## src/rtl/cpu_ctrl_pkg.sv

```systemverilog
// cpu_ctrl_pkg
// Shared constants for the multicycle CPU controller: state encodings,
// opcode values, ALUOperation and ALUSrcB codes, the decoded control
// bundle and a helper that identifies the memory-wait states.
package cpu_ctrl_pkg;

    // State encodings (also the value seen on the debug state output)
    localparam logic [3:0] S_FETCH  = 4'd0;
    localparam logic [3:0] S_DECODE = 4'd1;
    localparam logic [3:0] S_MEMADR = 4'd2;
    localparam logic [3:0] S_MEMRD  = 4'd3;
    localparam logic [3:0] S_MEMWB  = 4'd4;
    localparam logic [3:0] S_MEMWR  = 4'd5;
    localparam logic [3:0] S_REXEC  = 4'd6;
    localparam logic [3:0] S_RWB    = 4'd7;
    localparam logic [3:0] S_BRANCH = 4'd8;
    localparam logic [3:0] S_HALT   = 4'd9;

    // Opcodes
    localparam logic [6:0] OP_R   = 7'b0110011;
    localparam logic [6:0] OP_LD  = 7'b0000011;
    localparam logic [6:0] OP_SD  = 7'b0100011;
    localparam logic [6:0] OP_BEQ = 7'b1100011;

    // ALUOperation codes
    localparam logic [1:0] ALUOP_ADD   = 2'b00;
    localparam logic [1:0] ALUOP_SUB   = 2'b01;
    localparam logic [1:0] ALUOP_FUNCT = 2'b10;

    // ALUSrcB codes
    localparam logic [1:0] SRCB_REG     = 2'b00;
    localparam logic [1:0] SRCB_FOUR    = 2'b01;
    localparam logic [1:0] SRCB_IMM     = 2'b10;
    localparam logic [1:0] SRCB_IMM_SHL = 2'b11;

    // Decoded control bundle driven onto the datapath
    typedef struct packed {
        logic       pc_write;
        logic       ir_write;
        logic       ior_d;
        logic       alu_src_a;
        logic       mem_read;
        logic       mem_write;
        logic       mem_to_reg;
        logic       reg_write;
        logic       pc_source;
        logic [1:0] alu_src_b;
        logic [1:0] alu_op;
        logic       retire;
    } ctrl_t;

    // States that wait on the memory handshake
    function automatic logic is_wait_state(input logic [3:0] s);
        return (s == S_FETCH) || (s == S_MEMRD) || (s == S_MEMWR);
    endfunction

endpackage

```

## src/rtl/mem_wait_timer.sv

```systemverilog
// mem_wait_timer
// Counts consecutive cycles spent in a memory-wait state with mem_ready low
// and flags a timeout when the count reaches TIMEOUT_CYCLES.
// Ports:
//   clk, reset   clock / asynchronous active-high reset
//   in_wait      controller is currently in a memory-wait state
//   mem_ready    memory handshake
//   timeout      count == TIMEOUT_CYCLES while mem_ready is low
module mem_wait_timer #(
    parameter int TIMEOUT_CYCLES = 15,
    parameter int WAIT_CNT_W     = 4
) (
    input  logic clk,
    input  logic reset,
    input  logic in_wait,
    input  logic mem_ready,
    output logic timeout
);

    localparam logic [WAIT_CNT_W-1:0] LIMIT = WAIT_CNT_W'(TIMEOUT_CYCLES);

    logic [WAIT_CNT_W-1:0] cnt_q, cnt_d;

    // Outside wait states the count is held at zero, and every controller
    // transition into a wait state comes from a non-wait state or through
    // a mem_ready cycle, so the count is always zero on entry. A ready
    // cycle wins over the timeout because timeout requires mem_ready low.
    always_comb begin
        timeout = in_wait && !mem_ready && (cnt_q == LIMIT);
        cnt_d   = '0;
        if (in_wait && !mem_ready && !timeout) begin
            cnt_d = cnt_q + 1'b1;
        end
    end

    always_ff @(posedge clk or posedge reset) begin
        if (reset) begin
            cnt_q <= '0;
        end else begin
            cnt_q <= cnt_d;
        end
    end

endmodule

```

## src/rtl/multicycle_control.sv

```systemverilog
// multicycle_control
// Moore control FSM for a multicycle CPU (ld, sd, R-type, beq).
// Optional feature macro: MEM_HANDSHAKE_EN. When defined, FETCH, MEMRD and
// MEMWR wait for mem_ready and abort to HALT (mem_err) after TIMEOUT_CYCLES
// idle cycles. When undefined, mem_ready is ignored and those states take
// one cycle each.
// Ports:
//   clk, reset           clock / asynchronous active-high reset
//   inputs[6:0]          opcode from the instruction register
//   zero                 ALU zero flag (branch condition)
//   mem_ready            memory handshake
//   PCWrite..PCSource    1-bit datapath controls
//   ALUSrcB, ALUOperation 2-bit datapath selects
//   state[3:0]           current state (debug)
//   retire               pulse in the last cycle of each instruction
//   illegal, mem_err     sticky abort causes
module multicycle_control
    import cpu_ctrl_pkg::*;
#(
    parameter int TIMEOUT_CYCLES = 15,
    parameter int WAIT_CNT_W     = 4
) (
    input  logic       clk,
    input  logic       reset,
    input  logic [6:0] inputs,
    input  logic       zero,
    input  logic       mem_ready,
    output logic       PCWrite,
    output logic       IRWrite,
    output logic       IorD,
    output logic       ALUSrcA,
    output logic       MemRead,
    output logic       MemWrite,
    output logic       MemtoReg,
    output logic       RegWrite,
    output logic       PCSource,
    output logic [1:0] ALUSrcB,
    output logic [1:0] ALUOperation,
    output logic [3:0] state,
    output logic       retire,
    output logic       illegal,
    output logic       mem_err
);

    logic [3:0] state_q, state_d;
    logic       illegal_q, illegal_d;
    logic       mem_err_q, mem_err_d;
    logic       ready_eff;
    logic       timeout;
    ctrl_t      ctrl;

`ifdef MEM_HANDSHAKE_EN
    assign ready_eff = mem_ready;

    mem_wait_timer #(
        .TIMEOUT_CYCLES (TIMEOUT_CYCLES),
        .WAIT_CNT_W     (WAIT_CNT_W)
    ) u_wait_timer (
        .clk       (clk),
        .reset     (reset),
        .in_wait   (is_wait_state(state_q)),
        .mem_ready (mem_ready),
        .timeout   (timeout)
    );
`else
    assign ready_eff = 1'b1;
    assign timeout   = 1'b0;

    logic [WAIT_CNT_W-1:0] unused_limit;
    logic                  unused_in;
    assign unused_limit = WAIT_CNT_W'(TIMEOUT_CYCLES);
    assign unused_in    = mem_ready ^ (|unused_limit);
`endif

    // Next-state logic
    always_comb begin
        state_d   = state_q;
        illegal_d = illegal_q;
        mem_err_d = mem_err_q;
        case (state_q)
            S_FETCH: begin
                if (ready_eff) begin
                    state_d = S_DECODE;
                end else if (timeout) begin
                    state_d   = S_HALT;
                    mem_err_d = 1'b1;
                end
            end
            S_DECODE: begin
                if (inputs == OP_LD || inputs == OP_SD) begin
                    state_d = S_MEMADR;
                end else if (inputs == OP_R) begin
                    state_d = S_REXEC;
                end else if (inputs == OP_BEQ) begin
                    state_d = S_BRANCH;
                end else begin
                    state_d   = S_HALT;
                    illegal_d = 1'b1;
                end
            end
            S_MEMADR: begin
                if (inputs == OP_LD) begin
                    state_d = S_MEMRD;
                end else if (inputs == OP_SD) begin
                    state_d = S_MEMWR;
                end else begin
                    // Opcode changed under us; treat as illegal
                    state_d   = S_HALT;
                    illegal_d = 1'b1;
                end
            end
            S_MEMRD, S_MEMWR: begin
                if (ready_eff) begin
                    state_d = (state_q == S_MEMRD) ? S_MEMWB : S_FETCH;
                end else if (timeout) begin
                    state_d   = S_HALT;
                    mem_err_d = 1'b1;
                end
            end
            S_MEMWB:  state_d = S_FETCH;
            S_REXEC:  state_d = S_RWB;
            S_RWB:    state_d = S_FETCH;
            S_BRANCH: state_d = S_FETCH;
            default:  state_d = S_HALT;
        endcase
    end

    // Output decode; reset forces every control low, even mid-instruction
    always_comb begin
        ctrl = '0;
        case (state_q)
            S_FETCH: begin
                ctrl.mem_read  = 1'b1;
                ctrl.alu_src_b = SRCB_FOUR;
                ctrl.alu_op    = ALUOP_ADD;
                ctrl.ir_write  = ready_eff;
                ctrl.pc_write  = ready_eff;
            end
            S_DECODE: begin
                ctrl.alu_src_b = SRCB_IMM_SHL;
                ctrl.alu_op    = ALUOP_ADD;
            end
            S_MEMADR: begin
                ctrl.alu_src_a = 1'b1;
                ctrl.alu_src_b = SRCB_IMM;
                ctrl.alu_op    = ALUOP_ADD;
            end
            S_MEMRD: begin
                ctrl.mem_read = 1'b1;
                ctrl.ior_d    = 1'b1;
            end
            S_MEMWB: begin
                ctrl.reg_write  = 1'b1;
                ctrl.mem_to_reg = 1'b1;
                ctrl.retire     = 1'b1;
            end
            S_MEMWR: begin
                ctrl.mem_write = 1'b1;
                ctrl.ior_d     = 1'b1;
                ctrl.retire    = ready_eff;
            end
            S_REXEC: begin
                ctrl.alu_src_a = 1'b1;
                ctrl.alu_src_b = SRCB_REG;
                ctrl.alu_op    = ALUOP_FUNCT;
            end
            S_RWB: begin
                ctrl.reg_write = 1'b1;
                ctrl.retire    = 1'b1;
            end
            S_BRANCH: begin
                ctrl.alu_src_a = 1'b1;
                ctrl.alu_src_b = SRCB_REG;
                ctrl.alu_op    = ALUOP_SUB;
                ctrl.pc_source = 1'b1;
                ctrl.pc_write  = zero;
                ctrl.retire    = 1'b1;
            end
            default: ctrl = '0;
        endcase
        if (reset) begin
            ctrl = '0;
        end
    end

    always_ff @(posedge clk or posedge reset) begin
        if (reset) begin
            state_q   <= S_FETCH;
            illegal_q <= 1'b0;
            mem_err_q <= 1'b0;
        end else begin
            state_q   <= state_d;
            illegal_q <= illegal_d;
            mem_err_q <= mem_err_d;
        end
    end

    assign PCWrite      = ctrl.pc_write;
    assign IRWrite      = ctrl.ir_write;
    assign IorD         = ctrl.ior_d;
    assign ALUSrcA      = ctrl.alu_src_a;
    assign MemRead      = ctrl.mem_read;
    assign MemWrite     = ctrl.mem_write;
    assign MemtoReg     = ctrl.mem_to_reg;
    assign RegWrite     = ctrl.reg_write;
    assign PCSource     = ctrl.pc_source;
    assign ALUSrcB      = ctrl.alu_src_b;
    assign ALUOperation = ctrl.alu_op;
    assign retire       = ctrl.retire;
    assign state        = state_q;
    assign illegal      = illegal_q;
    assign mem_err      = mem_err_q;

endmodule

```

## config.mk

```make
export PLATFORM = sky130hd
export DESIGN_NAME = multicycle_control
export DESIGN_NICKNAME = d
export VERILOG_FILES = /design/src/rtl/cpu_ctrl_pkg.sv /design/src/rtl/mem_wait_timer.sv /design/src/rtl/multicycle_control.sv
export SDC_FILE = /design/constraint.sdc
export NUM_CORES = 1
export LEC_CHECK = 0
export ABC_AREA = 1
export CORE_MARGIN = 5
export CORE_UTILIZATION = 36
export CTS_BUF_LIST = sky130_fd_sc_hd__clkbuf_16
export DETAILED_ROUTE_END_ITERATION = 8
export HOLD_SLACK_MARGIN = 0.1
export PLACE_DENSITY = 0.73
export SETUP_SLACK_MARGIN = 0.1
export SYNTH_ARGS = -nofsm -noshare
export SYNTH_HDL_FRONTEND = slang
export SYNTH_HIERARCHICAL = 1
export SYNTH_SLANG_ARGS = --single-unit
```

## constraint.sdc

```tcl
create_clock -name clk -period 1.3 [get_ports clk]
set_input_delay 0.13 -clock clk [delete_from_list [all_inputs] [get_ports clk]]
set_output_delay 0.13 -clock clk [all_outputs]
set_load 0.02 [all_outputs]
```

==> impl_metrics.json, run 1 <==
{
  "ys_types": 19,
  "yosysSeqAreaShare": 0.236,
  "io_pins": 31,
  "cts_sinks": 5,
  "synth_mux_area_frac": 0,
  "synth_top_flop_cell": "dfrtp_1",
  "synth_top_area_share": 0.236,
  "synth-edff-count": 0,
  "yosysWarnings": 6,
  "error": "[ERROR DPL-0033] detailed placement checks failed during check placement.",
  "synthAdderAreaFrac": 0,
  "cts_made_buffers": 3,
  "synth_area_leader_cell": "dfrtp_1",
  "synthCells": 88,
  "synth_compound_area_frac": 0.0307,
  "die-width_um": 48.3,
  "haltStage": "global routing (5_1_grt)",
  "dp.cells": 150,
  "htree_levels": 1,
  "antenna_found_initial": 0,
  "synth_top_family_by_area": "simple AND/OR/NAND/NOR gates",
  "netlist_area_um2": 529,
  "synth_common_cells": "nor2_1, nand2_1, inv_1, nand3_1",
  "worstEpCategory": "top-level output",
  "hpwl_um": 1420,
  "gp_congestion": 0.805,
  "syn-num-nets": 99,
  "portBuffers": 28,
  "async_reset_ff_frac": 1.00,
  "root_buffer": "clkbuf_16",
  "start_util": 0.392,
  "synth_area_leaders": "dfrtp_1, nor2_1, nand2_1",
  "cts.path.max_buffers": 2,
  "avgSynthCellArea_um2": 6.01,
  "rows": 13,
  "synth_most_common_cell": "nor2_1",
  "grt_max_degree": 7,
  "ys_ff_latch": 5,
  "dpl-instance-area_um2": 1020,
  "worst_endpoint": "ALUSrcA",
  "status": "stopped before the end",
  "synth_simple_gate_area_frac": 0.584,
  "die_y_um": 48.3,
  "hold_buffers": 0,
  "synth-xor-area-share": 0
}
## timing repair
item	in CTS
endpoints found under the setup margin	24
gates resized for setup	108
buffers inserted	8
pin swaps	10
## logic make-up after synthesis
| family | Yosys count |
|---|---|
| AOI/OAI and AO/OA | 3 |
| buffers and inverters | 19 |
| DFF | 5 |
| other | 1 |
| and+or+nand+nor | 60 |
## through the flow
| step | worst slack (ns) | hold slack [ns] |
|---|---|---|
| floorplan | -0.0211 | -0.0593 |
| CTS | -0.182 | 0.377 |
| global placement | -0.499 | 0.445 |
| detailed placement | -0.543 | 0.449 |
==> run 2, diff against run 1 <==
Settings changed: CORE_AREA set to 5 5 66 68, CORE_MARGIN 5 to unset, CORE_UTILIZATION 36 to unset, CTS_BUF_LIST sky130_fd_sc_hd__clkbuf_16 to unset, DIE_AREA set to 0 0 71 73, HOLD_SLACK_MARGIN 0.1 to unset, PLACE_DENSITY 0.73 to unset, PLACE_DENSITY_LB_ADDON set to 0.15, SETUP_SLACK_MARGIN 0.1 to unset.
==> impl_metrics.json, run 2 <==
{
  "die-width_um": 71,
  "yosysSeqAreaShare": 0.236,
  "final_nets": 160,
  "cts_made_buffers": 3,
  "vias": 746,
  "netlist_area_um2": 529,
  "track_usage": 0.0780,
  "layout_common_cells": "buf_4, nor2_1, nor2_4, buf_6",
  "criticalPathCategory": "reg -> out",
  "synth_most_common_cell": "nor2_1",
  "antenna_found_initial": 0,
  "yosysWarnings": 6,
  "ir_drop_v": 0.000214,
  "crit_family": "flip-flops",
  "synth_area_leaders": "dfrtp_1, nor2_1, nand2_1",
  "n_fill_cell": 426,
  "synth_area_leader_cell": "dfrtp_1",
  "async_reset_ff_frac": 1.00,
  "drc_errors": 0,
  "worstPathMaxFanout": 3,
  "cp-end-kind": "output port",
  "synth_top_flop_cell": "dfrtp_1",
  "crit_path_top_delay_cell": "dfrtp_2",
  "htree_levels": 1,
  "die-area_um2": 5180,
  "timing.final.crit_share": 1.11,
  "largest_reg_flops": 4,
  "cts.path.max_buffers": 2,
  "drive_above_1_share": 0.608,
  "post-route-util": 0.322,
  "dr.pass1.iters": 4,
  "cts_tree": "done",
  "synth-edff-count": 0,
  "multi_input_area_um2": 419,
  "start_util": 0.139,
  "p_total_mw": 0.498,
  "grt_max_degree": 7,
  "coreArea_um2": 3800,
  "p_leak_nw": 0.581,
  "tns_ns": -1.21,
  "synth_common_cells": "nor2_1, nand2_1, inv_1, nand3_1",
  "violations": "setup timing",
  "post_drt_via_cell_ratio": 3.77,
  "crit_chain": "nor2_4 -> nand2_2 -> inv_2 -> nand2_4 -> nor2_4 -> inv_2 -> nand2_2 -> buf_6",
  "rsz0062_at_grt": "yes",
  "slowest_delay_ns": 0.43,
  "setup_slack_ns": -0.145,
  "gp_congestion": 0.751,
  "timing.hold.ws_ns": 0.321,
  "dpl-instance-area_um2": 1020,
  "portBuffers": 28,
  "post-route-min-period_ns": 1.45,
  "antenna_left": 0,
  "grt_overflow": 0,
  "grt_first_pass_wirelength_um": 3310,
  "hold_path_class": "in -> async",
  "max_freq_mhz": 692,
  "layout_commonest_cell": "buf_4",
  "status": "complete, but fails checks",
  "finalInstanceArea_um2": 1220,
  "drt_iter0_drc": 20,
  "grt_busiest_layer": "met2",
  "hold_buffers": 0,
  "routed_wl_um": 1830,
  "setup_viol": 15,
  "grt_util_met1": 0.0932,
  "ys_ff_latch": 5,
  "register_area_um2": 129,
  "layout.cells.non_filler": 198,
  "cp.required_ns": 1.17,
  "ys_types": 19,
  "maxCapViolations": 0,
  "grt_pass1_vias": 766,
  "startpoint_type": "flip-flop",
  "use_met3": 0.0207,
  "synthCells": 88,
  "p_per_area_nw_per_um2": 407,
  "cp_num_buf_inv": 3,
  "avgSynthCellArea_um2": 6.01,
  "area.growth.synth_to_final_pct": 131,
  "wl_per_cell_um": 9.23,
  "met2_usage": 0.124,
  "hpwl_um": 1540,
  "clk_latency_ns": 0.22,
  "synth_top_area_share": 0.236,
  "root_buffer": "clkbuf_8",
  "path_clk_slew_ns": 0.03,
  "dpl_worst_slack_ns": -0.537,
  "crit_arrival_ns": 1.32,
  "cts_sinks": 5,
  "rows": 23,
  "die_y_um": 73,
  "syn-num-nets": 99,
  "n_antenna_cell": 0,
  "finalHoldViolCount": 0,
  "skew_ns": 0.00146,
  "dp.cells": 184,
  "io_pins": 31,
  "drv_slew": 0
}
[run 2: cell counts after synthesis]
No cell type changed its count.
[run 2: path summary, 6_finish.rpt]
path | from | end | slack, ns | cells after the start
max | state[1] | retire | -0.15 | 8
min | reset | state[3] | 0.32 | 3
max in group asynchronous | reset | state[1] | 0.86 | 3
max reg2reg | state[1] | illegal | -0.04 | 9
min reg2reg | illegal | illegal | 0.46 | 2
min in group clk | illegal | illegal | 0.46 | 2
[run 2: repair_timing]
item,CTS,global route
setup endpoints to repair,23,20
gates resized for setup,96,19
buffers inserted,7,3
pin swaps,7,3
[run 2: where the power goes]
part	switching, mW	internal, mW
Combinational	0.0284	0.0367
Clock	0.0667	0.210
Sequential	0	0.157
[run 2: worst register-to-register path: cells and delay by family (launching register included)]
kind                   cells  cell delay (ns)
and+or+nand+nor            6             0.45
DFF                        1             0.43
buffers and inverters      3             0.38
[run 2: cells by family after synthesis]
family	after synthesis	synth area share
buf+inv	19	0.142
other cells	1	0.00709
simple gates	60	0.584
flops	5	0.236
compound gates	3	0.0307
[run 2: layer usage]
layer	up-vias	wire length, µm
met5	-	0
met4	0	48
met3	6	169
met2	37	861
met1	316	748
li1	387	-
[run 2: area by class of cell]
| type | count | area share |
|---|---|---|
| Inverter | 18 | 0.0594 |
| Multi-Input combinational cell | 64 | 0.343 |
| Tap cell | 50 | 0.0512 |
| Clock buffer | 4 | 0.0368 |
| Sequential cell | 5 | 0.105 |
| Timing Repair Buffer | 57 | 0.404 |
(Power assumes the default switching activity.)
